[src/rtl/multiplicador_ctrl_if.sv]
// Control bundle between the shift-add multiplier datapath and its sequencer.
// The master side is the datapath plus the requester; the slave side is the sequencer.
interface multiplicador_ctrl_if;
    logic       start;
    logic       b_lsb;
    logic       a_sel;
    logic       b_sel;
    logic       prod_sel;
    logic       add_sel;
    logic       busy;
    logic       done;
    logic [5:0] count;

    modport master (
        output start,
        output b_lsb,
        input  a_sel,
        input  b_sel,
        input  prod_sel,
        input  add_sel,
        input  busy,
        input  done,
        input  count
    );

    modport slave (
        input  start,
        input  b_lsb,
        output a_sel,
        output b_sel,
        output prod_sel,
        output add_sel,
        output busy,
        output done,
        output count
    );
endinterface

[src/rtl/multiplicador_ctrl.sv]
// Sequencer for the shift-add multiplier: one LOAD cycle, N_BITS add/shift
// iterations, then a single-cycle DONE pulse while the product is final.
module multiplicador_ctrl #(
    parameter int N_BITS = 32
) (
    input  logic                clk,
    input  logic                reset,
    multiplicador_ctrl_if.slave bus
);

    typedef enum logic [1:0] {
        IDLE = 2'd0,
        LOAD = 2'd1,
        RUN  = 2'd2,
        DONE = 2'd3
    } state_e;

    localparam logic [5:0] LAST_CNT = 6'(N_BITS - 1);

    state_e     state_q, state_d;
    logic [5:0] count_q, count_d;
    logic       a_sel_q;
    logic       b_sel_q;
    logic       prod_sel_q;
    logic       run_q;
    logic       busy_q;
    logic       done_q;

    always_comb begin
        state_d = state_q;
        count_d = count_q;
        case (state_q)
            IDLE: begin
                if (bus.start) begin
                    state_d = LOAD;
                end
            end
            LOAD: begin
                state_d = RUN;
                count_d = '0;
            end
            RUN: begin
                if (count_q == LAST_CNT) begin
                    state_d = DONE;
                    count_d = '0;
                end else begin
                    count_d = count_q + 6'd1;
                end
            end
            DONE: begin
                state_d = bus.start ? LOAD : IDLE;
            end
            default: begin
                state_d = IDLE;
                count_d = '0;
            end
        endcase
    end

    // Outputs are registered from the next state so they line up with state_q.
    always_ff @(posedge clk) begin
        if (reset) begin
            state_q    <= IDLE;
            count_q    <= '0;
            a_sel_q    <= 1'b0;
            b_sel_q    <= 1'b0;
            prod_sel_q <= 1'b1;
            run_q      <= 1'b0;
            busy_q     <= 1'b0;
            done_q     <= 1'b0;
        end else begin
            state_q    <= state_d;
            count_q    <= count_d;
            a_sel_q    <= (state_d == RUN);
            b_sel_q    <= (state_d == RUN);
            prod_sel_q <= (state_d != LOAD);
            run_q      <= (state_d == RUN);
            busy_q     <= (state_d == LOAD) || (state_d == RUN);
            done_q     <= (state_d == DONE);
        end
    end

    assign bus.a_sel    = a_sel_q;
    assign bus.b_sel    = b_sel_q;
    assign bus.prod_sel = prod_sel_q;
    // Mealy path: add when the current multiplier bit is set, hold otherwise.
    assign bus.add_sel  = run_q ? ~bus.b_lsb : 1'b1;
    assign bus.busy     = busy_q;
    assign bus.done     = done_q;
    assign bus.count    = count_q;

endmodule

[src/flat_wrapper.sv]
// flat-port wrapper written by rule: the top's interface ports become plain ports
module multiplicador_ctrl_flat 
#(
    parameter int N_BITS = 32
)
  (clk, reset, bus_start, bus_b_lsb, bus_a_sel, bus_b_sel, bus_prod_sel, bus_add_sel, bus_busy, bus_done, bus_count);
  multiplicador_ctrl_if bus_i ();
  input  logic clk;
  input  logic reset;
  input wire logic [$bits(bus_i.start)-1:0] bus_start;
  input wire logic [$bits(bus_i.b_lsb)-1:0] bus_b_lsb;
  output wire logic [$bits(bus_i.a_sel)-1:0] bus_a_sel;
  output wire logic [$bits(bus_i.b_sel)-1:0] bus_b_sel;
  output wire logic [$bits(bus_i.prod_sel)-1:0] bus_prod_sel;
  output wire logic [$bits(bus_i.add_sel)-1:0] bus_add_sel;
  output wire logic [$bits(bus_i.busy)-1:0] bus_busy;
  output wire logic [$bits(bus_i.done)-1:0] bus_done;
  output wire logic [$bits(bus_i.count)-1:0] bus_count;
  assign bus_i.start = bus_start;
  assign bus_i.b_lsb = bus_b_lsb;
  assign bus_a_sel = bus_i.a_sel;
  assign bus_b_sel = bus_i.b_sel;
  assign bus_prod_sel = bus_i.prod_sel;
  assign bus_add_sel = bus_i.add_sel;
  assign bus_busy = bus_i.busy;
  assign bus_done = bus_i.done;
  assign bus_count = bus_i.count;
  multiplicador_ctrl #(.N_BITS(N_BITS)) u_core (.clk(clk), .reset(reset), .bus(bus_i));
endmodule
[config.mk]
export PLATFORM = sky130hd
export DESIGN_NAME = multiplicador_ctrl_flat
export DESIGN_NICKNAME = d
export VERILOG_FILES = /design/src/rtl/multiplicador_ctrl_if.sv /design/src/rtl/multiplicador_ctrl.sv /design/src/flat_wrapper.sv
export SDC_FILE = /design/constraint.sdc
export NUM_CORES = 1
export LEC_CHECK = 0
export BUFFER_PORTS_ARGS = -buffer_cell sky130_fd_sc_hd__buf_4
export CORE_MARGIN = 5
export CORE_UTILIZATION = 40
export DETAILED_ROUTE_END_ITERATION = 6
export GPL_TIMING_DRIVEN = 0
export PLACE_DENSITY = 0.62
export SLEW_MARGIN = 20
export SYNTH_ARGS = -nofsm -noshare
export SYNTH_HDL_FRONTEND = slang
export SYNTH_SLANG_ARGS = --single-unit
[constraint.sdc]
create_clock -name clk -period 4.5 [get_ports clk]
set_input_delay 0.9 -clock clk [delete_from_list [all_inputs] [get_ports clk]]
set_output_delay 0.9 -clock clk [all_outputs]
set_load 0.005 [all_outputs]
# After elaboration in Yosys (flattened, before gate mapping)
# Cells that the tools add are included.
dict set report op_classes {
  addsub 1
  eq_ne 8
  n_mux 7
  n_bitwise 1
  reduce_logical 3
}
# cell count
set op_table {}
lappend op_table {{$pmux 6 s2} 1}
lappend op_table {{$eq 2x2->1 const B} 4}
lappend op_table {{$pmux 2 s4} 1}
lappend op_table {{$add 6x1->6 const B} 1}
lappend op_table {{$eq 6x5->1 const B} 1}
lappend op_table {{$mux 6} 1}
lappend op_table {{$eq 2x1->1 const B} 2}
lappend op_table {{$mux 2} 2}
lappend op_table {{$logic_not 2->1} 1}
lappend op_table {{$mux 1} 2}
lappend op_table {{$ne 2x1->1 const B} 1}
lappend op_table {{$reduce_bool 2->1} 1}
lappend op_table {{$logic_or 1x1->1} 1}
lappend op_table {{$not 1->1} 1}
dict set report totals {
  ff_bits 12
  out_inout_bits 12
  wordCells 26
}

# Depth between registers and ports, before layout
# Gate-level depths: netlist (run 1).
dict set report depth {
  word_depth 5
  mapped_depth 8
  mapped_depth_nobuf 7
}

# Least setup slack after synthesis (run 1)
# OpenSTA, ideal clock, no wires.
dict set report synth_path {
  kind {input -> output}
  start {input bus_b_lsb}
  end {output bus_add_sel}
  arrival_time_ns 0.956
  required_ns 3.600
  path_slack_ns 2.644
  cell_stages 1
  n_path_buf 0
  cell_sequence {nand2_1}
}
dict set report synth_via {
  elab_chain_len 2
}
# item line_no
set synth_rtl {}
lappend synth_rtl {{start: declaration} flat_wrapper.sv:11} ;# input wire logic [$bits(bus_i.b_lsb)-1:0] bus_b_lsb;
lappend synth_rtl {{$not 1->1} multiplicador_ctrl.sv:87} ;# assign bus.add_sel = run_q ? ~bus.b_lsb : 1'b1;
lappend synth_rtl {{$mux 1} multiplicador_ctrl.sv:87}
lappend synth_rtl {{end: declaration} flat_wrapper.sv:15} ;# output wire logic [$bits(bus_i.add_sel)-1:0] bus_add_sel;
# No other way between the ends.

# Worst setup path in the final report (run 1)
# Same ends and word-level chain as after synthesis.

==> results of run 1 <==
-- layer usage --
metal / vias to the layer above / wire length, um
met5: - / 0
met4: 0 / 27
met3: 4 / 89
met2: 16 / 499
met1: 231 / 581
li1: 273 / -
-- logic make-up after synthesis --
logic type               after synthesis  synth area share (%)
XOR/XNOR                               1                  1.43
AO/OA/AOI/OAI                         14                  13.9
flip-flops                            12                  39.3
AND/OR/NAND/NOR                       25                  24.7
buffers and inverters                  9                  6.34
adder cells (fa/ha/maj)                7                  14.3
-- cells in the final DEF (no fill, tap or decap) --
cell       netlist  routed
buf_4            1      16
dfxtp_1         12      12
ha_1             7       7
inv_1            5       5
o21ai_0          5       5
nand3_1          5       5
nand2_1          5       5
nor2b_1          4       4
a21oi_1          3       3
clkbuf_4         0       3
clkbuf_1         2       2
nand2b_1         2       2
a31oi_1          2       2
buf_2            1       1
nand3b_1         1       1
o21a_1           1       1
nand3_2          1       1
or4b_4           1       1
and3_1           1       1
or3_2            1       1
nand4_1          1       1
xor2_1           1       1
a211oi_1         1       1
nand4b_1         1       1
o2111ai_1        1       1
or3_1            1       1
a221oi_1         1       1
nor2_1           1       1
clkbuf_8         0       1
-- power by group through the flow --
stage          Clock (mW)  Combinational, mW  Sequential, mW
2_1_floorplan           0             0.0214           0.116
3_3_place_gp            0             0.0347           0.116
3_5_place_dp            0             0.0351           0.116
4_1_cts            0.0891             0.0351           0.114
5_1_grt            0.0963             0.0396           0.114
6_report           0.0857             0.0345           0.113
-- worst max-delay path: cells and delay by family --
family	cells	cell delay (ps)
buffers and inverters	2	210
and+or+nand+nor	1	50
-- sequential cells by signal, summed over array words and instances (netlist names) --
signal and count:
u_core.state_q 2, u_core.bus.count 6, u_core.bus.a_sel 1, u_core.bus.busy 1
u_core.bus.prod_sel 1, u_core.bus.done 1
-- how the worst max path moves through the flow --
stage | start | endpoint | slack (ps) | depth (start not counted)
after floorplan | bus_b_lsb | bus_add_sel | 2640 | 1
after global placement | bus_b_lsb | bus_add_sel | 2440 | 3
after detailed placement | bus_b_lsb | bus_add_sel | 2440 | 3
after CTS | bus_b_lsb | bus_add_sel | 2440 | 3
after global routing | bus_b_lsb | bus_add_sel | 2430 | 3
final | bus_b_lsb | bus_add_sel | 2440 | 3
-- metrics by stage --
stage          total power, mW  area [um^2]  util, %
4_1_cts                  0.238          781     53.1
2_1_floorplan            0.137          612        -
3_3_place_gp             0.151          744     50.6
5_1_grt                  0.250          781     53.1
6_report                 0.234          781     53.1
3_5_place_dp             0.151          744     50.6
-- final cells by class --
class                           count  area (um^2)  share of cell area, %
Multi-Input combinational cell     47          333                   42.6
Sequential cell                    12          240                   30.8
Timing Repair Buffer               15          113                   14.4
Clock buffer                        4         36.3                   4.65
Buffer                              4         20.0                   2.56
Tap cell                           16         20.0                   2.56
Inverter                            5         18.8                   2.40
==> results.md, run 1 <==
- Flop-to-flop setup slack: 2550 ps
- Nets: 99
- Cells along the critical path: buf_4, nand2_1, buf_4
- Fmax: 487 MHz
- Psw: between 50 and 60 uW
- Outcome: finished, final reports clean
- TritonCTS clock tree: yes
- Pre-antenna DRT Iters: 4
- Post-synth ARST share: 0%
- Worst skew pair latency: 270 ps
- Die W: 49.1 um
- Via count: 524
- Maximum fanout along the worst path: 1
- Startpoint Class: primary input
- CTS clk-pin slew, worst paths: 80 ps
- Global-route met1 utilization: 14.7%
- WL per Instance: about 12 um
- Number of global-route vias before repair: 451
- Reg2reg path depth: 6
- Clock share of power: 36.7%
- Synth Flop Type: dfxtp_1
- Crit path capture type: primary output
- Area grow syn2layout: 27.6%
- CP most frequent cell: buf_4
- Peak VDD IR: 0.124 mV
- YS warnings: 0
- Crit path largest cell delay: between 100 and 150 ps
- Hold_ws: 522 ps
- DIE AREA: between 0.002 and 0.0025 mm^2
- Sequential area share after synthesis: 39.3%
- Hpwl dp: 912 um
- PD cells: 299 mW/mm^2
- Setup TNS: 0 ps
- #FFs+latches synth: 12
- EDFF count, synth: 0
- Actual slew at the worst max-slew pin: around 440 ps
- GRT Util Overall: approximately 11%
- Routed wire length: 1.20 mm
- Cell Int Power: 176 uW
- Placed insts: 99
- HP Start: u_core.bus.count[5]
- # IOs: 16
- Endpoints failing hold: 0
- Setup violators final: 0
- CP arrival: 1160 ps
- Switching share of power: roughly a quarter
- Yosys cell types: 27
- Syn Std Cell Area: ~600 um^2
- Routability congestion estimate from global placement: 0.736
- Slowest cell on crit path: buf_4
- Number of vias per cell: 5.09
- DR iter-0 viols: 16
- Largest net degree at the start of global routing: 11
- GR peak layer: met1
- Clock Tree Root: clkbuf_4
- Post-route insts no fill: 103
- Top post-synthesis cells by area: dfxtp_1 39%, ha_1 14%, nand3_1 4.1%
- Synth cell count leaders: 12 x dfxtp_1, 7 x ha_1
- Total gr overflow: 0
- Row count: 14
- Hold_buf cts: 0
- Share of cells above drive strength 1: between 20 and 30%
- First-pass GRT wire length: approximately 2.1 mm
- CP required: 3600 ps
- Final worst-path setup slack: 2440 ps
- Leakage: 0.331 nW
- Pins Over Slew Limit: 0
- Core area: 0.00147 mm^2
- Average instance area after synthesis: roughly 9.0 um^2
- Ant diodes: 0
- Port Buf Inserts: 15
- Worst hold path class: flip-flop to flip-flop
- Slew headroom: 70.8%
- Post-CTS setup buffer count: 0
- RR Endpoint: u_core.bus.busy
- GR Util met3: ~3.7%
- Crit path kind: primary input to primary output
- Post-route ant nets: 0
- RSZ-0062 raised after global routing: no
- Worst Hold Path Cells: 2
- RR Startpoint: u_core.bus.count[0]
- Filler cells: about 150
- Max clock buf depth: 2
- Max Cap Violations: 0
- Die Y: 49.1 um
- Met2 GRT Util: 13.9%
- Worst Hold Path EP: u_core.bus.count[5]
- Seq pwr share: roughly half
- Initial antenna violation count: 0
- Syn nets: 79
- Post-synth top area share: 39.3%
- Clk_skew: 1.57 ps
- Synth area leader: dfxtp_1
- Gate power share: 14.8%
- Tmin final: 2060 ps
- Cell with the most instances after synthesis: dfxtp_1
- CTS Buf Count: 3
- H-tree depth: 1
- Clk sinks: 12
- Worst slack, placed: 2440 ps
- # resized after CTS: 0
- Initial Util: roughly 42%
- Synthesized instance count: 68
- DRC: 0
- Final period util: 45.7%
Power figures use the tool's default switching activity.
==> run 2, diff against run 1 <==
--- a/config.mk
+++ b/config.mk
@@ -5,12 +5,13 @@
 export SDC_FILE = /design/constraint.sdc
 export NUM_CORES = 1
 export LEC_CHECK = 0
+export ABC_AREA = 1
 export BUFFER_PORTS_ARGS = -buffer_cell sky130_fd_sc_hd__buf_4
 export CORE_MARGIN = 5
 export CORE_UTILIZATION = 40
 export DETAILED_ROUTE_END_ITERATION = 6
 export GPL_TIMING_DRIVEN = 0
-export PLACE_DENSITY = 0.62
+export PLACE_DENSITY = 0.65
 export SLEW_MARGIN = 20
 export SYNTH_ARGS = -nofsm -noshare
 export SYNTH_HDL_FRONTEND = slang
==> constraint.sdc (replaced) <==
create_clock -name clk -period 1.76 [get_ports clk]
set_input_delay 0.352 -clock clk [delete_from_list [all_inputs] [get_ports clk]]
set_output_delay 0.352 -clock clk [all_outputs]
set_load 0.005 [all_outputs]
==> results.md, run 2 <==
- Outcome: finished, final reports clean
- Die Y: between 40 and 50 um
- Leakage: 0.360 nW
- DRC: 0
- Fmax: 620 MHz
- Placed cell areas: 742 um^2
- Pins Over Slew Limit: 0
- Gate power share: 32.7%
- Top post-synthesis cells by area: dfxtp_1 39%, ha_1 14%, nand2_1 6.7%
- Synthesized instance count: 76
- Crit path kind: flip-flop to flip-flop
- Post-route ant nets: 0
- Via count: 516
- CTS Buf Count: 3
- Post-synth ARST share: 0%
- Area grow syn2layout: 24.5%
- CTS clk-pin slew, worst paths: 70 ps
- Clk_skew: 3.42 ps
- Routed wire length: between 1 and 1.5 mm
- PD cells: approximately 960 mW/mm^2
- Core area: 0.00149 mm^2
- Design Area, Final: 768 um^2
- Cell Int Power: between 500 and 600 uW
- Tmin final: ~1600 ps
- Largest net degree at the start of global routing: 9
- Setup violators final: 0
- Max Cap Violations: 0
- Most frequent cells in the layout: 15 x buf_4, 11 x nand2_1, 9 x inv_1, 9 x dfxtp_1
- Yosys cell types: 21
- Synth Flop Type: dfxtp_1
- Ant diodes: 0
- Average instance area after synthesis: just over 8 um^2
- #FFs+latches synth: 12
- Reg2reg path depth: 9
- RSZ-0062 raised after global routing: no
- Psw: 236 uW
- EDFF count, synth: 0
- Share of cells above drive strength 1: approximately a third
- Clock Tree Root: clkbuf_4
- Synth cell count leaders: 12 x dfxtp_1, 11 x nand2_1, 9 x inv_1
- Routability congestion estimate from global placement: 0.755
- Nets: ~110
- DR iter-0 viols: 9
- Worst skew pair latency: 260 ps
- Worst hold path class: primary input to flip-flop
- Synth area leader: dfxtp_1
- Cell with the most instances after synthesis: dfxtp_1
- Slew headroom: about 90%
- # IOs: 16
- Reg area: 244 um^2
- Pre-antenna DRT Iters: 3
- Seq pwr share: 45.4%
- Syn Std Cell Area: 617 um^2
- Hpwl dp: about 900 um
- Sequential area share after synthesis: 38.9%
- CP required: 1920 ps
- Post-CTS setup buffer count: 0
- Max clock buf depth: 2
- Peak VDD IR: 0.492 mV
- First-pass GRT wire length: 1.88 mm
- Port Buf Inserts: 14
- Initial Util: 41.4%
- Commonest non-fill, non-tap cell in the layout: buf_4
- Switching share of power: between 30% and 40%
- Number of vias per cell: 4.73
- Clock share of power: 22.0%
- Setup TNS: 0 ps
- YS warnings: 0
- Clk sinks: 12
- Maximum fanout along the worst path: 7
- Row count: 14
- Multi-input gate area: roughly 310 um^2
- Filler cells: 149
- Cells along the critical path: inv_1, ha_1, buf_6, inv_2, or2_1, nand2_2, ha_1, inv_1, nor2_1
- TritonCTS clock tree: yes
- Slowest cell on crit path: dfxtp_2
- Crit path capture type: flip-flop
- Crit path largest cell delay: 360 ps
- Endpoints failing hold: 0
- Die W: between 40 and 50 um
- Worst Hold Path Cells: 2
- GRT Util Overall: under 10%
- CP arrival: 1770 ps
- Max FFs per register: 6
- Total gr overflow: 0
- Startpoint Class: flip-flop
- WL per Instance: just over 10 um
- Initial antenna violation count: 0
- Syn nets: 87
- Flop-to-flop setup slack: 150 ps
- Final period util: 91.6%
- Actual slew at the worst max-slew pin: 173 ps
- H-tree depth: 1
- Post-synth top area share: 38.9%
- Number of global-route vias before repair: 457
- DIE AREA: between 0.002 and 0.0025 mm^2
[run 2: changes by cell type in the layout (fill, tap and decap cells not counted), sizes merged, moves of 3 or more]
cell,change
nand2,+9
o21ai,-3
a21oi,+3
clkbuf,-3
nand3,-4
nor2,+10
nor2b,-4
inv,+6
[run 2: power groups by stage]
stage	clock network (mW)	registers [mW]	logic, mW
3_3_place_gp	0	0.338	0.241
2_1_floorplan	0	0.338	0.164
5_1_grt	0.195	0.342	0.274
6_report	0.163	0.336	0.242
3_5_place_dp	0	0.339	0.247
4_1_cts	0.172	0.333	0.248
[run 2: repair_timing]
item                       CTS  global route
setup endpoints to repair    0             1
hold buffers                 0             0
gates resized for setup      0             3
[run 2: logic make-up after synthesis]
group | after synthesis | share of synthesized area (%)
AO/OA/AOI/OAI | 9 | 7.71
XOR/XNOR | 3 | 4.26
adder cells (fa/ha/maj) | 7 | 14.2
buffers and inverters | 14 | 10.5
flip-flops | 12 | 38.9
AND/OR/NAND/NOR | 31 | 24.3
[run 2: final timing paths]
path / startpoint / to
max reg2reg: u_core.state_q[0] / u_core.bus.busy
min reg2reg: u_core.bus.count[0] / u_core.bus.count[0]
max: u_core.state_q[0] / u_core.bus.busy
min: reset / u_core.state_q[1]
[run 2: cell type report]
type,instances,share of cell area [%]
Inverter,11,5.37
Buffer,3,3.09
Clock buffer,3,2.93
Sequential cell,12,31.8
Timing Repair Buffer,14,13.7
Tap cell,16,2.61
Multi-Input combinational cell,50,40.6
[run 2: stage by stage]
step | hold WS (ps) | util, % | worst slack, ps | power, mW | std cells
2_1_floorplan | 529 | - | 223 | 0.502 | 76
3_3_place_gp | 526 | 49.8 | 135 | 0.579 | 106
3_5_place_dp | 537 | 49.8 | 103 | 0.586 | 106
4_1_cts | 361 | 51.3 | 91.2 | 0.753 | 109
5_1_grt | 352 | 51.6 | 36.0 | 0.811 | 109
6_report | 360 | 51.6 | 148 | 0.741 | 109
[run 2: worst max-delay path: cells and delay by family (launching register included)]
kind          cells  cell delay [ps]
buf+inv           4              290
fa+ha+maj         2              520
simple gates      3              330
flops             1              360
[run 2: per-layer routing]
layer | global-route usage, % | vias to the layer above | share of wire (%)
met5 | 0 | - | 0
met4 | 2.69 | 0 | 0
met3 | 6.42 | 0 | 6.3
met2 | 16.1 | 10 | 50
met1 | 10.7 | 239 | 44
li1 | - | 267 | -
==> run 3, diff against run 2 <==
--- a/config.mk
+++ b/config.mk
@@ -11,7 +11,7 @@
 export CORE_UTILIZATION = 40
 export DETAILED_ROUTE_END_ITERATION = 6
 export GPL_TIMING_DRIVEN = 0
-export PLACE_DENSITY = 0.65
+export PLACE_DENSITY = 0.62
 export SLEW_MARGIN = 20
 export SYNTH_ARGS = -nofsm -noshare
 export SYNTH_HDL_FRONTEND = slang
==> constraint.sdc (replaced) <==
create_clock -name clk -period 1.7 [get_ports clk]
set_input_delay 0.34 -clock clk [delete_from_list [all_inputs] [get_ports clk]]
set_output_delay 0.34 -clock clk [all_outputs]
set_load 0.005 [all_outputs]
==> results.md, run 3 (same netlist as run 2, synthesis figures left out) <==
- Pins Over Slew Limit: 0
- Cells along the critical path: inv_1, ha_1, buf_6, inv_2, or2_1, nand2_2, ha_1, inv_1, nor2_1
- First-pass GRT wire length: 2.01 mm
- Post-route ant nets: 0
- Slew headroom: between 80% and 90%
- H-tree depth: 1
- Placed insts: 106
- Design Area, Final: around 800 um^2
- Endpoints failing hold: 0
- Max Cap Violations: 0
- GRT Util Overall: 10.7%
- Commonest non-fill, non-tap cell in the layout: buf_4
- Crit path capture type: flip-flop
- Hpwl dp: 913 um
- Initial antenna violation count: 0
- Clock Tree Root: clkbuf_4
- Max FFs per register: 6
- Total gr overflow: 0
- CP required: 1870 ps
- CTS Buf Count: 3
- Worst slack, placed: around 30 ps
- Final period util: 92.0%
- Routed wire length: around 1.2 mm
- Leakage: 0.378 nW
- Setup TNS: 0 ps
- Number of vias per cell: 4.69
- Nets: 108
- CP arrival: 1730 ps
- Area grow syn2layout: 29.2%
- # IOs: 16
- Pre-antenna DRT Iters: 3
- Number of global-route vias before repair: roughly 490
- Setup violators final: 0
- Worst hold path class: primary input to flip-flop
- RSZ-0062 raised after global routing: no
- TritonCTS clock tree: yes
- Crit path largest cell delay: 350 ps
- Core area: around 0.0015 mm^2
- Clk_skew: about 4.0 ps
- Final worst-path setup slack: 136 ps
- Fmax: ~640 MHz
- Largest net degree at the start of global routing: 9
- DIE AREA: 0.00243 mm^2
- Via count: 525
- Placed cell areas: about 740 um^2
- Row count: 14
- Worst path bufs/invs: 4
- Flop-to-flop setup slack: between 100 and 150 ps
- Cell family with most CP delay: adder cells
- Actual slew at the worst max-slew pin: 173 ps
- Max clock buf depth: 2
- Hold_ws: between 300 and 400 ps
- DRC: 0
- DR iter-0 viols: 5
- Outcome: finished, final reports clean
- Post-route insts no fill: 112
- Port Buf Inserts: 14
- Initial Util: 41.4%
- Share of cells above drive strength 1: 36.5%
- Startpoint Class: flip-flop
- Clk sinks: 12
- Peak VDD IR: 0.528 mV
- Ant diodes: 0
- Worst skew pair latency: 270 ps
- Maximum fanout along the worst path: 4
- CTS clk-pin slew, worst paths: roughly 80 ps
- Filler cells: 153
- Slowest cell on crit path: dfxtp_2
- WL per Instance: 10.8 um
- Tmin final: 1560 ps
- Routability congestion estimate from global placement: 0.730
- Die Y: 49.3 um
- Hold_buf cts: 0
- PD cells: around 1100 mW/mm^2
- Most frequent cells in the layout: 17 x buf_4, 11 x nand2_1, 9 x inv_1, 9 x dfxtp_1
- Die W: 49.3 um
- Crit path kind: flip-flop to flip-flop
-- run 3: cell count changes in the layout (fill, tap and decap cells not counted), sizes merged --
| cell | before | now |
|---|---|---|
| clkbuf | 3 | 4 |
| buf | 17 | 19 |
-- run 3: worst reg2reg max path, cell delays in order, from the launching register on --
cell	delay, ps
dfxtp_2	350
inv_1	60
ha_1	290
buf_6	100
inv_2	40
or2_1	210
nand2_2	110
ha_1	230
inv_1	50
nor2_1	30
-- run 3: final cells by class --
class | count | area [um^2] | area share, %
plain buffers | 3 | 23.8 | 2.98
clock buffers | 4 | 36.3 | 4.55
inverters | 11 | 41.3 | 5.18
multi-input cells | 50 | 312 | 39.1
flip-flops and latches | 12 | 244 | 30.6
well taps | 16 | 20.0 | 2.51
repair buffers | 16 | 120 | 15.1
-- run 3: worst paths after layout --
path	from	to	cells after the start
hold reg to reg	u_core.bus.count[5]	u_core.bus.count[5]	2
setup reg to reg	u_core.state_q[0]	u_core.bus.busy	9
hold / removal	reset	u_core.state_q[1]	2
setup / recovery	u_core.state_q[0]	u_core.bus.busy	9
-- run 3: stage by stage --
| step | power (mW) | utilization, % |
|---|---|---|
| 6_report | 0.848 | 53.5 |
| 5_1_grt | 0.921 | 53.5 |
| 4_1_cts | 0.843 | 52.3 |
| 3_5_place_dp | 0.604 | 49.8 |
| 3_3_place_gp | 0.600 | 49.8 |
| 2_1_floorplan | 0.520 | - |
-- run 3: report_power, final --
part	total (mW)	switching (mW)	internal (mW)
combinational	0.267	0.133	0.134
clock	0.234	0.104	0.130
sequential	0.347	0.0272	0.320
-- run 3: repair_timing --
item	CTS	global route
resized for setup	0	3
buffers inserted	0	2
setup endpoints to repair	0	2
-- run 3: per-layer routing --
metal / vias up / wire length (um) / track usage, % / share of wire [%]
li1: 273 / - / - / -
met1: 238 / 494 / 11.0 / 41
met2: 10 / 608 / 17.4 / 50
met3: 4 / 71 / 4.89 / 5.9
met4: 0 / 29 / 6.73 / 2.4
met5: - / 0 / 0 / 0
